$ cat src/rtl/nios_system_nios2_qsys_1_oci_dct_packer_if.sv
// Bundle of every non-clock signal of the DCT frame packer.
//   master : the packer itself. It takes code_valid/code, flush, trace_stop and
//            frame_ready in, and drives code_ready, the frame (dct_buffer,
//            dct_count, frame_valid), the end-of-test flags and state_dbg.
//   slave  : the environment. It drives the trace codes and control pulses and
//            consumes the frames.
// Handshake rule, used for both the code side and the frame side: a transfer
// happens on a rising clk edge where valid && ready are both high. Once valid
// is raised, the payload holds until that transfer. ready may be computed
// without looking at valid.
interface nios_system_nios2_qsys_1_oci_dct_packer_if;
  logic        code_valid;
  logic [1:0]  code;
  logic        code_ready;
  logic        flush;
  logic        trace_stop;
  logic [29:0] dct_buffer;
  logic [3:0]  dct_count;
  logic        frame_valid;
  logic        frame_ready;
  logic        test_ending;
  logic        test_has_ended;
  logic [1:0]  state_dbg;   // 0 = RUN, 1 = ENDING, 2 = ENDED

  modport master (
    input  code_valid, code, flush, trace_stop, frame_ready,
    output code_ready, dct_buffer, dct_count, frame_valid,
           test_ending, test_has_ended, state_dbg
  );

  modport slave (
    output code_valid, code, flush, trace_stop, frame_ready,
    input  code_ready, dct_buffer, dct_count, frame_valid,
           test_ending, test_has_ended, state_dbg
  );
endinterface

$ cat src/rtl/nios_system_nios2_qsys_1_oci_dct_packer.sv
// Producer side of the OCI compressed-trace frame interface.
// Trace codes arrive one per cycle and are shifted into a 15-slot accumulator.
// The newest code sits at [1:0]. A frame is emitted in any of these cases:
//   - the accumulator fills,
//   - a flush is requested,
//   - the trace session is ending.
// On trace_stop the partial frame is drained, then test_has_ended is raised.
// Ports:
//   clk   : rising-edge clock
//   reset : asynchronous, active-high
//   bus   : master side of nios_system_nios2_qsys_1_oci_dct_packer_if
module nios_system_nios2_qsys_1_oci_dct_packer (
  input logic clk,
  input logic reset,
  nios_system_nios2_qsys_1_oci_dct_packer_if.master bus
);
  localparam int CODE_W = 2;
  localparam int SLOTS  = 15;
  localparam int BUF_W  = CODE_W * SLOTS;
  localparam int CNT_W  = 4;

  typedef enum logic [1:0] {RUN = 2'd0, ENDING = 2'd1, ENDED = 2'd2} state_t;

  state_t           state, state_next;
  logic [BUF_W-1:0] acc, next_acc;
  logic [CNT_W-1:0] acc_cnt, next_cnt;
  logic             flush_pend;
  logic             accept, out_free, flush_eff, load;

  assign bus.code_ready = (state == RUN) && (acc_cnt != CNT_W'(SLOTS));
  assign bus.state_dbg  = state;

  always_comb begin
    accept    = bus.code_valid && bus.code_ready;
    next_acc  = accept ? {acc[BUF_W-CODE_W-1:0], bus.code} : acc;
    next_cnt  = acc_cnt + CNT_W'(accept);
    out_free  = !bus.frame_valid || bus.frame_ready;
    // Once the session has ended the accumulator is always empty, so a flush
    // there has nothing to emit.
    flush_eff = bus.flush && (state != ENDED);
    // A load never fires on an empty accumulator. Because of this, no
    // zero-count frame can ever be produced.
    load      = out_free && (next_cnt != '0) &&
                ((next_cnt == CNT_W'(SLOTS)) || flush_pend || flush_eff ||
                 (state == ENDING));

    state_next = state;
    case (state)
      RUN:     if (bus.trace_stop) state_next = ENDING;
      // Leave ENDING once nothing is buffered and the last frame has been
      // taken by the consumer.
      ENDING:  if ((acc_cnt == '0) && !bus.frame_valid) state_next = ENDED;
      ENDED:   state_next = ENDED;
      default: state_next = RUN;
    endcase
  end

  always_ff @(posedge clk or posedge reset) begin
    if (reset) begin
      state              <= RUN;
      acc                <= '0;
      acc_cnt            <= '0;
      flush_pend         <= 1'b0;
      bus.dct_buffer     <= '0;
      bus.dct_count      <= '0;
      bus.frame_valid    <= 1'b0;
      bus.test_ending    <= 1'b0;
      bus.test_has_ended <= 1'b0;
    end else begin
      state              <= state_next;
      bus.test_ending    <= (state_next == ENDING);
      bus.test_has_ended <= (state_next == ENDED);

      if (load) begin
        bus.dct_buffer  <= next_acc;
        bus.dct_count   <= next_cnt;
        bus.frame_valid <= 1'b1;
        acc             <= '0;
        acc_cnt         <= '0;
        flush_pend      <= 1'b0;
      end else begin
        acc     <= next_acc;
        acc_cnt <= next_cnt;
        if (bus.frame_valid && bus.frame_ready) bus.frame_valid <= 1'b0;
        // A flush that cannot load now, because the output is stalled, is
        // remembered until the output frees up.
        if (flush_eff && (next_cnt != '0)) flush_pend <= 1'b1;
      end
    end
  end
endmodule

$ cat src/flat_wrapper.sv
// flat-port wrapper written by rule: the top's interface ports become plain ports
module nios_system_nios2_qsys_1_oci_dct_packer_flat 
  (clk, reset, bus_code_valid, bus_code, bus_flush, bus_trace_stop, bus_frame_ready, bus_code_ready, bus_dct_buffer, bus_dct_count, bus_frame_valid, bus_test_ending, bus_test_has_ended, bus_state_dbg);
  nios_system_nios2_qsys_1_oci_dct_packer_if bus_i ();
  input logic clk;
  input logic reset;
  input wire logic [$bits(bus_i.code_valid)-1:0] bus_code_valid;
  input wire logic [$bits(bus_i.code)-1:0] bus_code;
  input wire logic [$bits(bus_i.flush)-1:0] bus_flush;
  input wire logic [$bits(bus_i.trace_stop)-1:0] bus_trace_stop;
  input wire logic [$bits(bus_i.frame_ready)-1:0] bus_frame_ready;
  output wire logic [$bits(bus_i.code_ready)-1:0] bus_code_ready;
  output wire logic [$bits(bus_i.dct_buffer)-1:0] bus_dct_buffer;
  output wire logic [$bits(bus_i.dct_count)-1:0] bus_dct_count;
  output wire logic [$bits(bus_i.frame_valid)-1:0] bus_frame_valid;
  output wire logic [$bits(bus_i.test_ending)-1:0] bus_test_ending;
  output wire logic [$bits(bus_i.test_has_ended)-1:0] bus_test_has_ended;
  output wire logic [$bits(bus_i.state_dbg)-1:0] bus_state_dbg;
  assign bus_i.code_valid = bus_code_valid;
  assign bus_i.code = bus_code;
  assign bus_i.flush = bus_flush;
  assign bus_i.trace_stop = bus_trace_stop;
  assign bus_i.frame_ready = bus_frame_ready;
  assign bus_code_ready = bus_i.code_ready;
  assign bus_dct_buffer = bus_i.dct_buffer;
  assign bus_dct_count = bus_i.dct_count;
  assign bus_frame_valid = bus_i.frame_valid;
  assign bus_test_ending = bus_i.test_ending;
  assign bus_test_has_ended = bus_i.test_has_ended;
  assign bus_state_dbg = bus_i.state_dbg;
  nios_system_nios2_qsys_1_oci_dct_packer u_core (.clk(clk), .reset(reset), .bus(bus_i));
endmodule
$ cat config.mk
export PLATFORM = sky130hd
export DESIGN_NAME = nios_system_nios2_qsys_1_oci_dct_packer_flat
export DESIGN_NICKNAME = d
export VERILOG_FILES = /design/src/rtl/nios_system_nios2_qsys_1_oci_dct_packer_if.sv /design/src/rtl/nios_system_nios2_qsys_1_oci_dct_packer.sv /design/src/flat_wrapper.sv
export SDC_FILE = /design/constraint.sdc
export NUM_CORES = 1
export LEC_CHECK = 0
export CAP_MARGIN = 20
export CORE_MARGIN = 3
export CORE_UTILIZATION = 40
export DETAILED_ROUTE_END_ITERATION = 10
export PLACE_DENSITY = 0.7
export SLEW_MARGIN = 10
export SYNTH_ARGS = -nofsm -noshare
export SYNTH_HDL_FRONTEND = slang
export SYNTH_SLANG_ARGS = --single-unit
$ cat constraint.sdc
create_clock -name clk -period 3.6 [get_ports clk]
set_clock_uncertainty 0.2 [all_clocks]
set_input_delay 1.08 -clock clk [delete_from_list [all_inputs] [get_ports clk]]
set_output_delay 1.08 -clock clk [all_outputs]
set_load 0.03 [all_outputs]
==> results.json <==
{
  "timing.critical_path.buf_inv": 3,
  "peakVddDrop_mv": 0.310,
  "synth_top_area_share": 0.588,
  "synth-seq-cells": 74,
  "synthArstFlopShare": 1.00,
  "wl_per_cell_um": 13.7,
  "io_buffers": 47,
  "cts_tree": "yes",
  "rsz0062_at_grt": "false",
  "crit_arrival_ns": 3.34,
  "die_h_um": 94.8,
  "crit_path_start_kind": "input pin",
  "final_net_count": 314,
  "final_design_area_no_fill_um2": 4020,
  "end_kind": "flip-flop",
  "fin_ws_ns": 0.290,
  "clk_path_buf_depth": 2,
  "crit_cells": 11,
  "synth-edff-count": 0,
  "area_growth_pct": 27.4,
  "yosysSeqAreaShare": 0.588,
  "drv_cap": 0,
  "grt_pass1_vias": 2047,
  "wirelength_um": 5590,
  "post_cts_buffers": 0,
  "synth_xor_area_frac": 0.00556,
  "crit_fanout": 14,
  "min_path_cells": 1,
  "h-tree-depth": 3,
  "period_needed_ns": 3.31,
  "syn_nets": 254,
  "maxSlewViolCount": 0,
  "leakage_nw": 1.98,
  "hold_slack_ns": 0.292,
  "status": "finished, final reports clean",
  "clkSinkCount": 74,
  "worst_slew_pin_slew_ns": 0.456,
  "worst_path_largest_cell_delay_ns": 0.46,
  "synth_compound_area_frac": 0.0361,
  "synth-main-ff-cell": "dfrtp_1",
  "remaining_drc_errors": 0,
  "grt_overflow": 0,
  "io_pins": 48,
  "netlist_top_cells_count": "74 x dfrtp_1, 35 x mux2_2, 22 x mux2i_1, 21 x nor2b_1, 17 x inv_1",
  "fin_crit_sh": 0.919,
  "synth_top_family_by_area": "multiplexers",
  "grt_max_degree": 56,
  "clk_pin_slew_ns": 0.07,
  "syn_area_um2": 3150,
  "setup_viol": 0,
  "crit_top_cell": "ha_1",
  "maxSlewHeadroom": 0.695,
  "clkLatencyLatePin_ns": 0.35,
  "numCtsBuffers": 9,
  "layout-drive-gt1-share": 0.220,
  "tns_ns": 0,
  "firstDrtPassIters": 4,
  "vias_per_cell": 4.77,
  "power_w": 0.00302,
  "finalHoldViolCount": 0,
  "fp.dieW_um": 94.8,
  "placed_area_um2": 3800,
  "dp_slack_ns": -0.0799,
  "first_iter_violations": 85,
  "synth.distinct_cells": 34,
  "vias": 1946,
  "avgSynthCellArea_um2": 12.9,
  "yosysWarningCount": 0,
  "diodes": 0,
  "globalplace.congestion": 0.814,
  "path_class": "input pin to flip-flop",
  "hp-class": "flip-flop to flip-flop",
  "synth.area.top_cells": "dfrtp_1 59%, mux2_2 13%, mux2i_1 7.0%",
  "worstPathCellList": "clkdlybuf4s50_1, nand2_1, inv_1, ha_1, ha_1, nor3_1, a41o_1, and2_4, o22ai_4, buf_4, mux2_2",
  "start_util": 0.423,
  "synth.largest_area_cell": "dfrtp_1",
  "ctsResizeCount": 0,
  "cp_slowest_cell": "clkdlybuf4s50_1",
  "antenna_found_initial": 0,
  "route.antenna.remaining_nets": 0,
  "dp_hpwl_um": 3770,
  "syn_inst": 244,
  "synth.most_common_cell": "dfrtp_1",
  "critPathTopFamily": "buffers and inverters",
  "ff2ff_path_depth": 12,
  "clockRootBuffer": "clkbuf_8",
  "synth_simple_gate_area_frac": 0.108,
  "cts_hold_buf": 0,
  "synth_fa_ha_area_frac": 0.00794,
  "grt_pass1_wl_um": 9640,
  "power.density_nw_per_um2": 752,
  "die_area_um2": 8980,
  "fill_cells": 652,
  "grt_util_all_layers": 0.140,
  "rows": 31,
  "required_ns": 3.63,
  "synthMuxAreaShare": 0.209,
  "core_region_area_um2": 7450,
  "fmax_mhz": 302
}
-- final cells by class --
cell class	instances	area, um^2	share of cell area
clock buffers	11	141	0.0352
clock inverters	5	77.6	0.0193
inverters	17	63.8	0.0159
multi-input cells	142	1160	0.290
flip-flops and latches	74	1850	0.461
well taps	99	124	0.0309
repair buffers	60	593	0.148
-- power breakdown --
| part | internal [W] | leakage (nW) | total [W] | switching, W |
|---|---|---|---|---|
| combinational | 0.000564 | 0.856 | 0.00126 | 0.000700 |
| sequential | 0.000957 | 1.01 | 0.00105 | 0.0000907 |
| clock | 0.000407 | 0.109 | 0.000709 | 0.000302 |
| total | 0.00193 | 1.98 | 0.00302 | 0.00109 |
-- through the flow --
| stage | cells | utilization |
|---|---|---|
| 2_1_floorplan | 244 | - |
| 3_3_place_gp | 392 | 0.510 |
| 3_5_place_dp | 392 | 0.510 |
| 4_1_cts | 408 | 0.539 |
| 5_1_grt | 408 | 0.539 |
| 6_report | 408 | 0.539 |
-- final timing paths --
check,end,slack (ns),startpoint
hold reg to reg,u_core.bus.dct_buffer[25],0.29,u_core.bus.dct_buffer[25]
min in group asynchronous,u_core.bus.dct_buffer[17],0.85,reset
hold / removal,u_core.bus.dct_buffer[25],0.29,u_core.bus.dct_buffer[25]
max in group asynchronous,u_core.bus.dct_buffer[2],1.70,reset
setup reg to reg,u_core.bus.dct_buffer[9],0.64,u_core.acc_cnt[3]
setup / recovery,u_core.bus.dct_buffer[9],0.29,bus_code_valid
-- logic make-up (layout without fill, tap and decap cells) --
| kind of cell | after synthesis | count (layout) |
|---|---|---|
| AO/OA/AOI/OAI | 15 | 15 |
| XOR/XNOR | 2 | 2 |
| adder cells (fa/ha/maj) | 2 | 2 |
| buffers and inverters | 28 | 93 |
| flip-flops | 74 | 74 |
| multiplexers | 61 | 61 |
| AND/OR/NAND/NOR | 62 | 62 |
-- registers in the layout, indices dropped and copies added (netlist names) --
register,count
u_core.bus.frame_valid,1
u_core.bus.test_ending,1
u_core.bus.dct_count,4
u_core.bus.state_dbg,2
u_core.acc,30
u_core.flush_pend,1
u_core.bus.test_has_ended,1
u_core.acc_cnt,4
u_core.bus.dct_buffer,30
-- layout by cell type (no fill, tap or decap), types with 2 or more instances in the layout --
| cell | count |
|---|---|
| dfrtp_1 | 74 |
| clkdlybuf4s50_1 | 47 |
| mux2_2 | 35 |
| mux2i_1 | 22 |
| nor2b_1 | 21 |
| inv_1 | 16 |
| nor2_1 | 15 |
| buf_4 | 11 |
| clkbuf_8 | 10 |
| nand2_1 | 8 |
| mux2_1 | 4 |
| o21ai_0 | 4 |
| nor3_1 | 3 |
| nand3_1 | 3 |
| nand3b_1 | 2 |
| nand2b_1 | 2 |
| a31oi_1 | 2 |
| and2_1 | 2 |
| a21oi_1 | 2 |
| ha_1 | 2 |
| bufinv_16 | 2 |
| clkinv_2 | 2 |
| buf_12 | 2 |
-- metal layers --
metal | GRT usage | share of wire | vias up
li1 | - | - | 945
met1 | 0.182 | 0.47 | 944
met2 | 0.209 | 0.45 | 50
met3 | 0.0590 | 0.064 | 7
met4 | 0.0493 | 0.014 | 0
met5 | 0 | 0 | -
Note: power is estimated with default switching activity, not from simulation.
